### src/rtl/display_scheduler.sv
// Display page scheduler: periodically requests humidity readings with a timeout,
// and rotates between humidity / setpoint pages with alarm and error overrides.
module display_scheduler #(
    parameter int DWELL_MS   = 3000,
    parameter int SAMPLE_MS  = 1000,
    parameter int TIMEOUT_MS = 100,
    parameter int BLINK_MS   = 250
) (
    input  logic        clk1kHz,
    input  logic        rst,
    input  logic [11:0] humedad_bcd,
    input  logic        humedad_valid,
    input  logic [11:0] setpoint_bcd,
    input  logic        alarma,
    input  logic        btn_next,
    output logic        req_lectura,
    output logic [11:0] dato_bcd,
    output logic [1:0]  pagina
);

    localparam int DW = (DWELL_MS   > 1) ? $clog2(DWELL_MS)   : 1;
    localparam int SW = (SAMPLE_MS  > 1) ? $clog2(SAMPLE_MS)  : 1;
    localparam int TW = (TIMEOUT_MS > 1) ? $clog2(TIMEOUT_MS) : 1;
    localparam int BW = (BLINK_MS   > 1) ? $clog2(BLINK_MS)   : 1;

    localparam logic [DW-1:0] DWELL_LAST   = DW'(DWELL_MS - 1);
    localparam logic [SW-1:0] SAMPLE_LAST  = SW'(SAMPLE_MS - 1);
    localparam logic [TW-1:0] TIMEOUT_LAST = TW'(TIMEOUT_MS - 1);
    localparam logic [BW-1:0] BLINK_LAST   = BW'(BLINK_MS - 1);

    localparam logic [11:0] BLANK = 12'hFFF;

    typedef enum logic {REQ_IDLE, REQ_WAIT} req_state_t;
    typedef enum logic [1:0] {PG_HUM = 2'b00, PG_SET = 2'b01, PG_ALM = 2'b10, PG_ERR = 2'b11} page_state_t;

    req_state_t  req_state, req_next;
    page_state_t page_state, page_next;

    logic [SW-1:0] sample_cnt;
    logic [TW-1:0] timeout_cnt;
    logic [DW-1:0] dwell_cnt;
    logic [BW-1:0] blink_cnt;
    logic          blink_phase;
    logic [11:0]   hum_reg;
    logic          hum_ok;
    logic          err;

    logic          sample_tc;
    logic          bcd_ok;
    logic          issue;
    logic          accept;
    logic          timeout;
    logic          page_hold;
    logic [11:0]   dato_next;

    assign sample_tc = (sample_cnt == SAMPLE_LAST);
    assign bcd_ok    = (humedad_bcd[3:0] <= 4'd9) && (humedad_bcd[7:4] <= 4'd9) &&
                       (humedad_bcd[11:8] <= 4'd9);
    assign page_hold = (page_next == page_state);

    // Free-running sample period counter, independent of page or request state
    always_ff @(posedge clk1kHz) begin
        if (rst)            sample_cnt <= '0;
        else if (sample_tc) sample_cnt <= '0;
        else                sample_cnt <= sample_cnt + 1'b1;
    end

    // Request FSM decisions; a valid reading beats a simultaneous timeout
    always_comb begin
        req_next = req_state;
        issue    = 1'b0;
        accept   = 1'b0;
        timeout  = 1'b0;
        case (req_state)
            REQ_IDLE: begin
                if (sample_tc) begin
                    issue    = 1'b1;
                    req_next = REQ_WAIT;
                end
            end
            REQ_WAIT: begin
                if (humedad_valid && bcd_ok) begin
                    accept   = 1'b1;
                    req_next = REQ_IDLE;
                end else if (timeout_cnt == TIMEOUT_LAST) begin
                    timeout  = 1'b1;
                    req_next = REQ_IDLE;
                end
            end
            default: req_next = REQ_IDLE;
        endcase
    end

    // Request state, request pulse, timeout counter and reading/err latches
    always_ff @(posedge clk1kHz) begin
        if (rst) begin
            req_state   <= REQ_IDLE;
            req_lectura <= 1'b0;
            timeout_cnt <= '0;
            hum_reg     <= 12'h000;
            hum_ok      <= 1'b0;
            err         <= 1'b0;
        end else begin
            req_state   <= req_next;
            req_lectura <= issue;
            if (req_state == REQ_WAIT && req_next == REQ_WAIT) timeout_cnt <= timeout_cnt + 1'b1;
            else                                              timeout_cnt <= '0;
            if (accept) begin
                hum_reg <= humedad_bcd;
                hum_ok  <= 1'b1;
                err     <= 1'b0;
            end else if (timeout) begin
                err     <= 1'b1;
            end
        end
    end

    // Page selection: error beats alarm beats dwell/button rotation
    always_comb begin
        page_next = page_state;
        if (err) begin
            page_next = PG_ERR;
        end else if (alarma) begin
            page_next = PG_ALM;
        end else begin
            case (page_state)
                PG_HUM:  if (dwell_cnt == DWELL_LAST || btn_next) page_next = PG_SET;
                PG_SET:  if (dwell_cnt == DWELL_LAST || btn_next) page_next = PG_HUM;
                default: page_next = PG_HUM;
            endcase
        end
    end

    // Page state plus dwell and blink timers; both restart on any page change
    always_ff @(posedge clk1kHz) begin
        if (rst) begin
            page_state  <= PG_HUM;
            dwell_cnt   <= '0;
            blink_cnt   <= '0;
            blink_phase <= 1'b0;
        end else begin
            page_state <= page_next;
            if ((page_state == PG_HUM || page_state == PG_SET) && page_hold) dwell_cnt <= dwell_cnt + 1'b1;
            else                                                               dwell_cnt <= '0;
            if (page_state == PG_ALM && page_hold) begin
                if (blink_cnt == BLINK_LAST) begin
                    blink_cnt   <= '0;
                    blink_phase <= ~blink_phase;
                end else begin
                    blink_cnt   <= blink_cnt + 1'b1;
                end
            end else begin
                blink_cnt   <= '0;
                blink_phase <= 1'b0;
            end
        end
    end

    // Display value selected from the current page
    always_comb begin
        dato_next = BLANK;
        case (page_state)
            PG_HUM:  dato_next = hum_ok ? hum_reg : BLANK;
            PG_SET:  dato_next = setpoint_bcd;
            PG_ALM:  dato_next = blink_phase ? BLANK : hum_reg;
            default: dato_next = BLANK;
        endcase
    end

    // Registered display outputs, one cycle behind the page state
    always_ff @(posedge clk1kHz) begin
        if (rst) begin
            dato_bcd <= BLANK;
            pagina   <= 2'b00;
        end else begin
            dato_bcd <= dato_next;
            pagina   <= page_state;
        end
    end

endmodule

### config.mk
export PLATFORM = sky130hd
export DESIGN_NAME = display_scheduler
export DESIGN_NICKNAME = d
export VERILOG_FILES = /design/src/rtl/display_scheduler.sv
export SDC_FILE = /design/constraint.sdc
export NUM_CORES = 1
export LEC_CHECK = 0
export BUFFER_PORTS_ARGS = -buffer_cell sky130_fd_sc_hd__buf_2
export CAP_MARGIN = 20
export CORE_MARGIN = 5
export CORE_UTILIZATION = 40
export CTS_BUF_LIST = sky130_fd_sc_hd__clkbuf_4 sky130_fd_sc_hd__clkbuf_8 sky130_fd_sc_hd__clkbuf_16
export DETAILED_ROUTE_END_ITERATION = 10
export PLACE_DENSITY_LB_ADDON = 0.1
export SYNTH_ARGS = -nofsm -noshare
export SYNTH_HDL_FRONTEND = slang
export SYNTH_SLANG_ARGS = --single-unit
export TNS_END_PERCENT = 10
### constraint.sdc
create_clock -name clk1kHz -period 2.9 [get_ports clk1kHz]
set_input_delay 0.435 -clock clk1kHz [delete_from_list [all_inputs] [get_ports clk1kHz]]
set_output_delay 0.435 -clock clk1kHz [all_outputs]
set_load 0.05 [all_outputs]
**Word level (Yosys, flattened, before mapping)**

Cells that the tools add are included.

- Register bits: 70
- Bits in latches: 0
- Bits in writable memories: 0
- Bits in read-only memories: 0
- Bits of input ports: 29
- Output and inout port bits: 15
- Logic and storage cells: 65
- Memories: 0

- $add $sub $neg: 4
- $mul: 0
- Divide/modulo/power cells: 0
- Magnitude comparators: 3
- Equality and inequality tests: 7
- Shift operators: 0
- Multiplexer cells: 17
- Bitwise operators: 5
- Reduce and logical (&&, ||, !) cells: 16

Operators by type and width:

| cell | count |
|---|---|
| $pmux W12 S3 | 1 |
| $mux W12 | 2 |
| $add A12 B1 Y12 const B | 1 |
| $eq A12 B12 Y1 const B | 1 |
| $le A4 B4 Y1 const B | 3 |
| $reduce_or A2 Y1 | 6 |
| $add A10 B1 Y10 const B | 1 |
| $eq A10 B10 Y1 const B | 1 |
| $add A8 B1 Y8 const B | 1 |
| $eq A8 B8 Y1 const B | 1 |
| $mux W1 | 8 |
| $mux W2 | 4 |
| $add A7 B1 Y7 const B | 1 |
| $eq A7 B7 Y1 const B | 1 |
| $logic_and A1 B1 Y1 | 6 |
| $not A1 Y1 | 5 |
| $pmux W2 S2 | 1 |
| $reduce_or A3 Y1 | 1 |
| $eq A2 B1 Y1 const B | 1 |
| $eq A2 B2 Y1 | 1 |
| $eq A2 B2 Y1 const B | 1 |
| $logic_not A2 Y1 | 1 |
| $logic_or A1 B1 Y1 | 2 |
| $pmux W1 S2 | 1 |

**Depth between registers and ports, before layout**

Gate-level depths: netlist (run 1).

- Word-level depth: 10
- Mapped depth: 7
- Mapped depth without buffers: 6

**Worst setup path after synthesis (run 1)**

Ideal clock, no wire load.

- Path kind: register to register
- From: reg dwell_cnt[0]
- To: reg dwell_cnt[1]
- Library setup time: 0.115 ns
- Arrival: 1.390 ns
- Slack: 1.395 ns
- Stages on the path, launching flop included: 5
- Path buffers: 0
- Cells stage by stage: dfxtp_1 > ha_1 > nand4bb_1 > or4_4 > and3_1

- Word-level cells in the longest chain between the ends: 10
- Elaborated cells between the ends (all ways): 12
- Those cells by class: 1 x add/sub; 2 x eq/ne; 5 x mux; 1 x bitwise; 3 x reduce/logical

Ends and longest elaborated chain:

| what | line | RTL |
|---|---|---|
| start: declaration | 41 | `logic [DW-1:0] dwell_cnt;` |
| start signal: assignment | 143 | `if ((page_state == PG_HUM \|\| page_state == PG_SET) && page_hold) dwell_cnt <= dwell_cnt + 1'b1;` |
| $eq A12 B12 Y1 | 127, 128 |  |
| $logic_or A1 B1 Y1 | 127, 128 |  |
| $mux W2, on equally long branches | 128, 127 |  |
| $pmux W2 S2 | 126 | `case (page_state)` |
| $mux W2 | 123 | `end else if (alarma) begin` |
| $mux W2 | 121 | `if (err) begin` |
| $eq A2 B2 Y1 | 59 | `assign page_hold = (page_next == page_state);` |
| $logic_and A1 B1 Y1 | 143 |  |
| $not A1 Y1 (no source line) | -- |  |
| $reduce_or A2 Y1 (no source line) | -- |  |

Several ways; a longest one is shown, not always the timed one.
A chain may end at the register's enable or synchronous reset.

**Worst setup path after layout (run 1)**

- From: reg page_state[0]
- To: reg dato_bcd[8]

- Word-level cells in the longest chain between the ends: 2
- Elaborated cells between the ends (all ways): 4
- Those cells by class: 2 x eq/ne; 1 x mux; 1 x reduce/logical

Ends and longest elaborated chain:

| what | line | RTL |
|---|---|---|
| start: declaration | 37 | `page_state_t page_state, page_next;` |
| start signal: assignment | 142 | `page_state <= page_next;` |
| $eq A2 B2 Y1, or another cell as far along | 162 | `case (page_state)` |
| $pmux W12 S3 * | 162 |  |
| end signal: assignment | 176 | `dato_bcd <= dato_next;` |
| end: declaration | 17 | `output logic [11:0] dato_bcd,` |

Mark *: on every way between the ends. The rest lies on a longest branch, timed or not.

==> results of run 1 <==
-- kinds of logic after synthesis --
kind of cell / after synthesis / synth area share, %
simple gates: 143 / 24.31
flops: 70 / 50.34
xor+xnor: 30 / 9.438
compound gates: 25 / 6.427
buf+inv: 20 / 2.922
mux: 12 / 4.315
fa+ha+maj: 5 / 2.247
-- stage by stage --
stage / area [um2] / setup slack (ps) / hold WS [ps]
final: 3279 / 1291 / 325.9
after global routing: 3279 / 1188 / 317.7
after CTS: 3279 / 1283 / 307.7
after detailed placement: 3090 / 1129 / 436.4
after global placement: 3090 / 1103 / 419.8
after floorplan: 2784 / 1395 / 413.2
-- cells in the final DEF, fill, tap and decap left out, types with 2 or more instances in the layout --
master	instances
clkinv_2	4
xor2_1	9
buf_4	2
nand3_1	12
o21ai_0	7
xnor2_1	21
nand4_1	5
clkbuf_8	9
dfxtp_1	70
mux2i_1	12
nand2b_1	5
o22ai_1	6
a221o_1	5
nor2_1	50
and3_1	3
nor3_1	8
inv_1	10
nor4_1	2
nand2_1	43
ha_1	5
or2_2	2
clkbuf_4	2
or3_1	2
buf_2	43
-- final timing paths --
path / slack (ps) / endpoint / depth (start not counted) / startpoint
worst max-delay path: 1290 / dato_bcd[8]$_SDFF_PP1_ / 2 / page_state[0]$_SDFF_PP0_
worst min-delay path: 330 / dato_bcd[6]$_SDFF_PP1_ / 3 / setpoint_bcd[6]
worst max register to register: 1290 / dato_bcd[8]$_SDFF_PP1_ / 2 / page_state[0]$_SDFF_PP0_
worst min register to register: 440 / timeout_cnt[0]$_SDFF_PP0_ / 1 / timeout_cnt[0]$_SDFF_PP0_
-- per-layer routing --
metal  vias to the layer above  wire length [um]  track usage, %
met4                         0               119           7.692
met2                        39              2495           20.67
met5                         -                 0               0
met1                       921              2547           16.38
met3                        10               245           3.379
li1                       1109                 -               -
-- critical path: stages (launching register included) --
cell	delay (ps)
dfxtp_1	700
nand2b_1	410
a221o_1	390
-- area by class of cell --
cell class	instances	area (um2)
Clock inverter	5	50.05
Clock buffer	11	138.9
Multi-Input combinational cell	215	1301
Fill cell	688	3515
Tap cell	96	120.1
Inverter	10	37.54
Sequential cell	70	1401
Timing Repair Buffer	45	230.2
-- power groups by stage --
stage,sequential (mW),clock (mW),combinational (mW)
3_5_place_dp,1.01,0,0.126
4_1_cts,0.989,0.780,0.127
3_3_place_gp,1.01,0,0.127
6_report,0.989,0.751,0.125
5_1_grt,0.990,0.818,0.138
2_1_floorplan,1.04,0,0.0482
==> key figures, run 1 <==
Clock tree
  • Post-CTS Setup Bufs: 0
  • Root Buffer: clkbuf_8
  • Clk Latency, worst-skew pair: approximately 340 ps
  • CTS clock-pin slew for the worst setup and hold paths: around 70 ps
  • CTS Buffer Depth: 2
  • Clk sinks: 70
  • Post-CTS Resized: 0
  • # hold bufs at CTS: 0
  • TritonCTS clock tree: done
  • Num CTS Buffers: 9
  • H-tree Lvls: 3

STA
  • Clk_skew: around 8 ps
  • Final worst-path cycle share: a little under three fifths
  • Worst-Margin Slew: between 500 and 600 ps
  • Slew headroom: 60.53%
  • Minimum clock period after layout: ~1600 ps
  • Final setup viols: 0
  • Peak Freq: slightly above 0.6 GHz
  • Unrepaired setup endpoints after global routing: no
  • Max-slew violations: 0
  • Setup TNS: 0 ps
  • Final-report hold violation count: 0

Routing
  • Drt drc: 0
  • Antenna violation net count after detailed routing: 0
  • Pre-antenna DRT Iters: 4
  • Routed WL: roughly 5400 um
  • Via Count: 2079
  • Vias per cell: between 4 and 5
  • Starting DRT DRC Count: between 50 and 60
  • DR WL/cell: 11.96 um

Run status
  • Status: finished, final reports clean

Setup path
  • Crit-path max FO: 17
  • Critical path type: reg2reg
  • Worst Setup End Kind: register
  • Worst setup SP type: register
  • Worst EP arrival: about 1800 ps
  • Worst EP required: between 3000 and 4000 ps

Placement
  • DP Cell Count: roughly 440
  • Dpl hpwl: between 3000 and 4000 um
  • GPL Wtd Cong: 0.7404
  • IO buf count: 43

Floorplanning
  • Initial Util: roughly two fifths
  • Die W: 93.43 um
  • Die area: 8728 um2
  • Row cnt: 30
  • CORE AREA: approximately 6800 um2
  • Chip Height: 93.43 um
  • Io pins: 44

Logic synthesis
  • Yosys cell types: 40
  • Post-synthesis cell count: roughly 300
  • Asr flop ratio synth: 0%
  • Count leader, synth: dfxtp_1
  • Post-synthesis register bit count: 70
  • Top cells by count, synth: dfxtp_1 (70), nor2_1 (50), nand2_1 (43), xnor2_1 (21)
  • Largest cells by area after synthesis: dfxtp_1 (50%), nor2_1 (6.7%), xnor2_1 (6.6%), nand2_1 (5.8%), mux2i_1 (4.3%)
  • Prevailing post-synth register cell: dfxtp_1
  • Mapped Area: 2784 um2
  • Number of flops mapped to enable cells by yosys: 0
  • Cell taking the most area after synthesis: dfxtp_1
  • Warnings, synthesis: 0
  • Syn nets: ~340
  • Mean post-synth cell area: roughly 9.1 um2
  • Share of the synthesized area in the top cell type: about half
  • Seq/Total Area, Yosys: approximately half

Global routing
  • First-pass GRT wire length: roughly 9000 um
  • Global route overflow: 0
  • Vias in the first global route: 1963
  • Initial antenna violation count: 0
  • Largest net degree at the start of global routing: 18
  • Total Routing Usage GR: a little over an eighth

Pwr
  • Sw Share: about a quarter
  • Int Power: ~1.4 mW
  • Final Power: around 1.9 mW
  • Share of total power in the clock network: 40.3%
  • Power per cell area: roughly 570 nW/um2
  • Seq pwr share: a little over half
  • Comb power frac: under 10%
  • Pleak: between 1 and 1.5 nW
  • Sw Pwr: roughly 440 uW
  • Worst IR drop on VDD: approximately 210 uV

Finish
  • Layout cell share with drive strength beyond 1: approximately a fifth
  • Final Util: 48.27%
  • Area grow syn2layout: 17.80%
  • Non-Filler Instances: between 400 and 500
  • Final net count: slightly below 400
  • # diodes: 0

Run
  • Max Cap Violations: 0

Worst hold path
  • Hold WC Path Type: in2reg
(Power assumes the default switching activity.)
==> run 2: changes to the inputs <==
- ABC_AREA: default -> 1
- clock period: 2.9 -> 1.5 ns (I/O delays scaled with it)
==> key figures, run 2 <==
Run status
  • Status: finished with violations
  • Failing checks: negative setup slack

Routing
  • DR WL/cell: 10.92 um (-8.7%)
  • Starting DRT DRC Count: 104 (+100%)
  • Via Count: 2397 (+15%)
  • Routed WL: 5765 um (+6.6%)
  • Vias per cell: 4.540 (-1.3%)
  • Met3 wire len: 298 um (+22%)
  • Drt drc: 0 (unchanged)
  • Wl on met1: 2840 um (+12%)
  • Max Used Layer: met4
  • Pre-antenna DRT Iters: 6 (+2)
  • DR WL met2: 2532 um (+1.5%)
  • Antenna violation net count after detailed routing: 0 (unchanged)

Pwr
  • Share of total power in the clock network: 41.1% (+0.8 points)
  • Worst IR drop on VDD: 516.5 uV (+140%)
  • Power per cell area: 1059 nW/um2 (+86%)
  • Seq pwr share: 50.2% (-2.8 points)
  • Comb power frac: 8.7% (+2.0 points)
  • Pleak: 1.351 nW (+13%)
  • Sw Share: 23.79% (+0.44 points)
  • Int Power: 2.904 mW (+100%)
  • Sw Pwr: 906.7 uW (+110%)

Global routing
  • Initial antenna violation count: 0 (unchanged)
  • First-pass GRT wire length: 9929 um (+10%)
  • Largest net degree at the start of global routing: 17 (-1)
  • Total Routing Usage GR: 13.94% (+0.72 points)
  • Global route overflow: 0 (unchanged)
  • Vias in the first global route: 2223 (+13%)

Finish
  • Area of the multi-input gates: 1376 um2 (+5.8%)
  • Non-Filler Instances: 528 (+17%)
  • Leading cell types in the layout, fill and taps excluded: dfxtp_1 (68), nand2_1 (53), buf_2 (43)
  • Layout cell share with drive strength beyond 1: 24.48% (+5.1 points)
  • # diodes: 0 (unchanged)
  • Area grow syn2layout: 24.88%
  • Final net count: 458 (+19%)
  • Most common cell after layout, fill and taps aside: dfxtp_1
  • FF/Latch Area: 1404 um2 (+0.18%)
  • # fillers: 734 (+6.7%)

STA
  • Clk_skew: 7.890 ps (+0.1150 ps)
  • Minimum clock period after layout: 1517 ps (-91.55 ps)
  • Final setup viols: 6 (+6)
  • Setup ws final: -17.00 ps (-1308 ps)
  • Final-report hold violation count: 0 (unchanged)
  • Unrepaired setup endpoints after global routing: yes
  • Setup TNS: -93.57 ps (-93.57 ps)
  • Max-slew violations: 0 (unchanged)
  • Worst-Margin Slew: 540.8 ps (-50.53 ps)
  • Final worst-path cycle share: 101.1% (+46 points)
  • Slew headroom: 63.82% (+3.3 points)
  • Peak Freq: 0.6592 GHz (+6.0%)

Clock tree
  • # hold bufs at CTS: 0 (unchanged)
  • Clk Latency, worst-skew pair: 330 ps (about the same)
  • Clk sinks: 70 (unchanged)
  • Num CTS Buffers: 9 (unchanged)
  • TritonCTS clock tree: done
  • H-tree Lvls: 3 (unchanged)
  • CTS clock-pin slew for the worst setup and hold paths: 70 ps (about the same)
  • Root Buffer: clkbuf_8
  • CTS Buffer Depth: 2 (unchanged)

Logic synthesis
  • Largest cells by area after synthesis: dfxtp_1 (49%), nand2_1 (7.4%), o21ai_0 (6.9%), nor2_1 (5.6%), inv_1 (4.4%)
  • Warnings, synthesis: 0 (unchanged)
  • Cell taking the most area after synthesis: dfxtp_1
  • Prevailing post-synth register cell: dfxtp_1
  • Seq/Total Area, Yosys: 48.63% (-1.7 points)
  • Top cells by count, synth: dfxtp_1 (70), nand2_1 (57), nor2_1 (43), o21ai_0 (40), inv_1 (34)
  • Syn nets: 401 (+18%)
  • Yosys cell types: 29 (-28%)
  • Asr flop ratio synth: 0% (unchanged)
  • Mapped Area: 2882 um2 (+3.5%)
  • Mean post-synth cell area: 7.852 um2 (-14%)
  • Number of flops mapped to enable cells by yosys: 0 (unchanged)
  • Count leader, synth: dfxtp_1
  • Post-synthesis cell count: 367 (+20%)
  • Post-synthesis register bit count: 70 (unchanged)
  • Share of the synthesized area in the top cell type: 48.63% (-1.7 points)

Setup path
  • Crit-path max FO: 6 (-11)
  • Worst EP arrival: 1800 ps (-30 ps)
  • Worst setup SP type: register
  • Worst reg2reg path depth: 12 (+10)
  • Top cell by count, worst path: nand2_2
  • CP max-delay cell: dfxtp_2
  • Worst r2r src: dwell_cnt[0]$_SDFF_PP0_
  • Internal reg-to-reg setup slack: -20 ps (-1310 ps)
  • Critical path type: reg2reg
  • Critical Path Max Stage Delay: 350 ps (-350 ps)
  • Crit Reg-Reg Endpoint: dwell_cnt[2]$_SDFF_PP0_
  • Worst-path cell chain: ha_4 > nand2_4 > nor2_4 > nand3_2 > nand2_2 > nand2_2 > nand3_2 > nand2_2 > nand2_2 > nand4_4 > clkbuf_16 > nor2_4
  • Worst Setup End Kind: register
  • Worst EP required: 1780 ps (-1340 ps)

Worst hold path
  • Hold WC Path Type: in2reg
  • Hold Path Sink: dato_bcd[9]$_SDFF_PP1_
  • Hold Path Origin: setpoint_bcd[9]
  • Hold depth: 3 (unchanged)

Placement
  • IO buf count: 43 (unchanged)
  • Dpl ws: -76.94 ps (-1206 ps)
  • Dpl hpwl: 4158 um (+8.3%)
  • DP Cell Count: 510 (+17%)
  • GPL Wtd Cong: 0.8241 (+11%)

Floorplanning
  • Die W: 94.88 um (+1.6%)
  • Row cnt: 31 (+3.3%)
  • Io pins: 44 (unchanged)
  • Chip Height: 94.88 um (+1.6%)
  • Initial Util: 40.38% (-0.60 points)
  • Die area: 9001 um2 (+3.1%)
  • CORE AREA: 7137 um2 (+5.0%)

Run
  • Max Cap Violations: 0 (unchanged)
-- run 2: cell types whose count changed in the layout (fill, tap and decap cells not counted), sizes merged, moves of 11 or more --
cell,before,now
nand3,13,24
a21oi,1,20
o21ai,7,40
buf,45,57
mux2i,12,0
nand2,44,60
xnor2,21,7
inv,10,34
-- run 2: area by class of cell --
class / instances / share of cell area, %
clock buffer: 13 / 4.624
clock inverter: 3 / 1.182
inverter: 34 / 3.547
multi-input combinational: 251 / 38.25
sequential: 70 / 39.01
tap: 99 / 3.442
timing repair buffer: 58 / 9.944
-- run 2: cells by family after synthesis --
family	count (synthesis)	synth area share, %
simple gates	161	25.23
flops	70	48.63
compound gates	66	11.90
buf+inv	46	6.296
xor+xnor	19	5.775
fa+ha+maj	5	2.171
-- run 2: repair_timing --
item                                    CTS  global route
gates resized for setup                  13             9
gates cloned                              1             0
endpoints found under the setup margin   12            39
pin swaps                                 4             3
setup buffers                             1             0
-- run 2: critical path: cells and delay by family, from the launching register on --
| kind | cells | cell delay (ps) |
|---|---|---|
| fa+ha+maj | 1 | 150 |
| simple gates | 10 | 740 |
| buf+inv | 1 | 200 |
| flops | 1 | 350 |
-- run 2: worst max path at each step --
stage                            startpoint                       to  slack, ps  depth (start not counted)
global placement    dwell_cnt[0]$_SDFF_PP0_  dwell_cnt[1]$_SDFF_PP0_          2                         12
detailed placement  dwell_cnt[1]$_SDFF_PP0_  dwell_cnt[1]$_SDFF_PP0_        -80                         12
global route        dwell_cnt[0]$_SDFF_PP0_  dwell_cnt[3]$_SDFF_PP0_       -120                         12
finish              dwell_cnt[0]$_SDFF_PP0_  dwell_cnt[2]$_SDFF_PP0_        -20                         12
floorplan           dwell_cnt[0]$_SDFF_PP0_  dwell_cnt[8]$_SDFF_PP0_         50                         12
CTS                 dwell_cnt[1]$_SDFF_PP0_  dwell_cnt[0]$_SDFF_PP0_        -80                         12
-- run 2: through the flow --
step / hold WS, ps / area (um2) / utilization, % / power (mW)
CTS: 112.6 / 3570 / 50.02 / 3.863
global route: 138.3 / 3598 / 50.42 / 3.986
global placement: 425.5 / 3277 / 45.92 / 2.264
finish: 128.1 / 3598 / 50.42 / 3.811
floorplan: 359.9 / 2882 / - / 2.162
detailed placement: 441.0 / 3277 / 45.92 / 2.265
-- run 2: power groups by stage --
| stage | clock (mW) | combinational [mW] | sequential, mW |
|---|---|---|---|
| after global routing | 1.70 | 0.369 | 1.92 |
| after global placement | 0 | 0.311 | 1.95 |
| after CTS | 1.62 | 0.334 | 1.91 |
| final | 1.57 | 0.333 | 1.91 |
| after detailed placement | 0 | 0.311 | 1.95 |
| after floorplan | 0 | 0.114 | 2.05 |
-- run 2: per-layer routing --
metal,vias up,global-route usage (%)
met3,8,3.506
met1,1044,18.39
met4,0,7.212
met2,33,20.96
met5,-,0
li1,1312,-
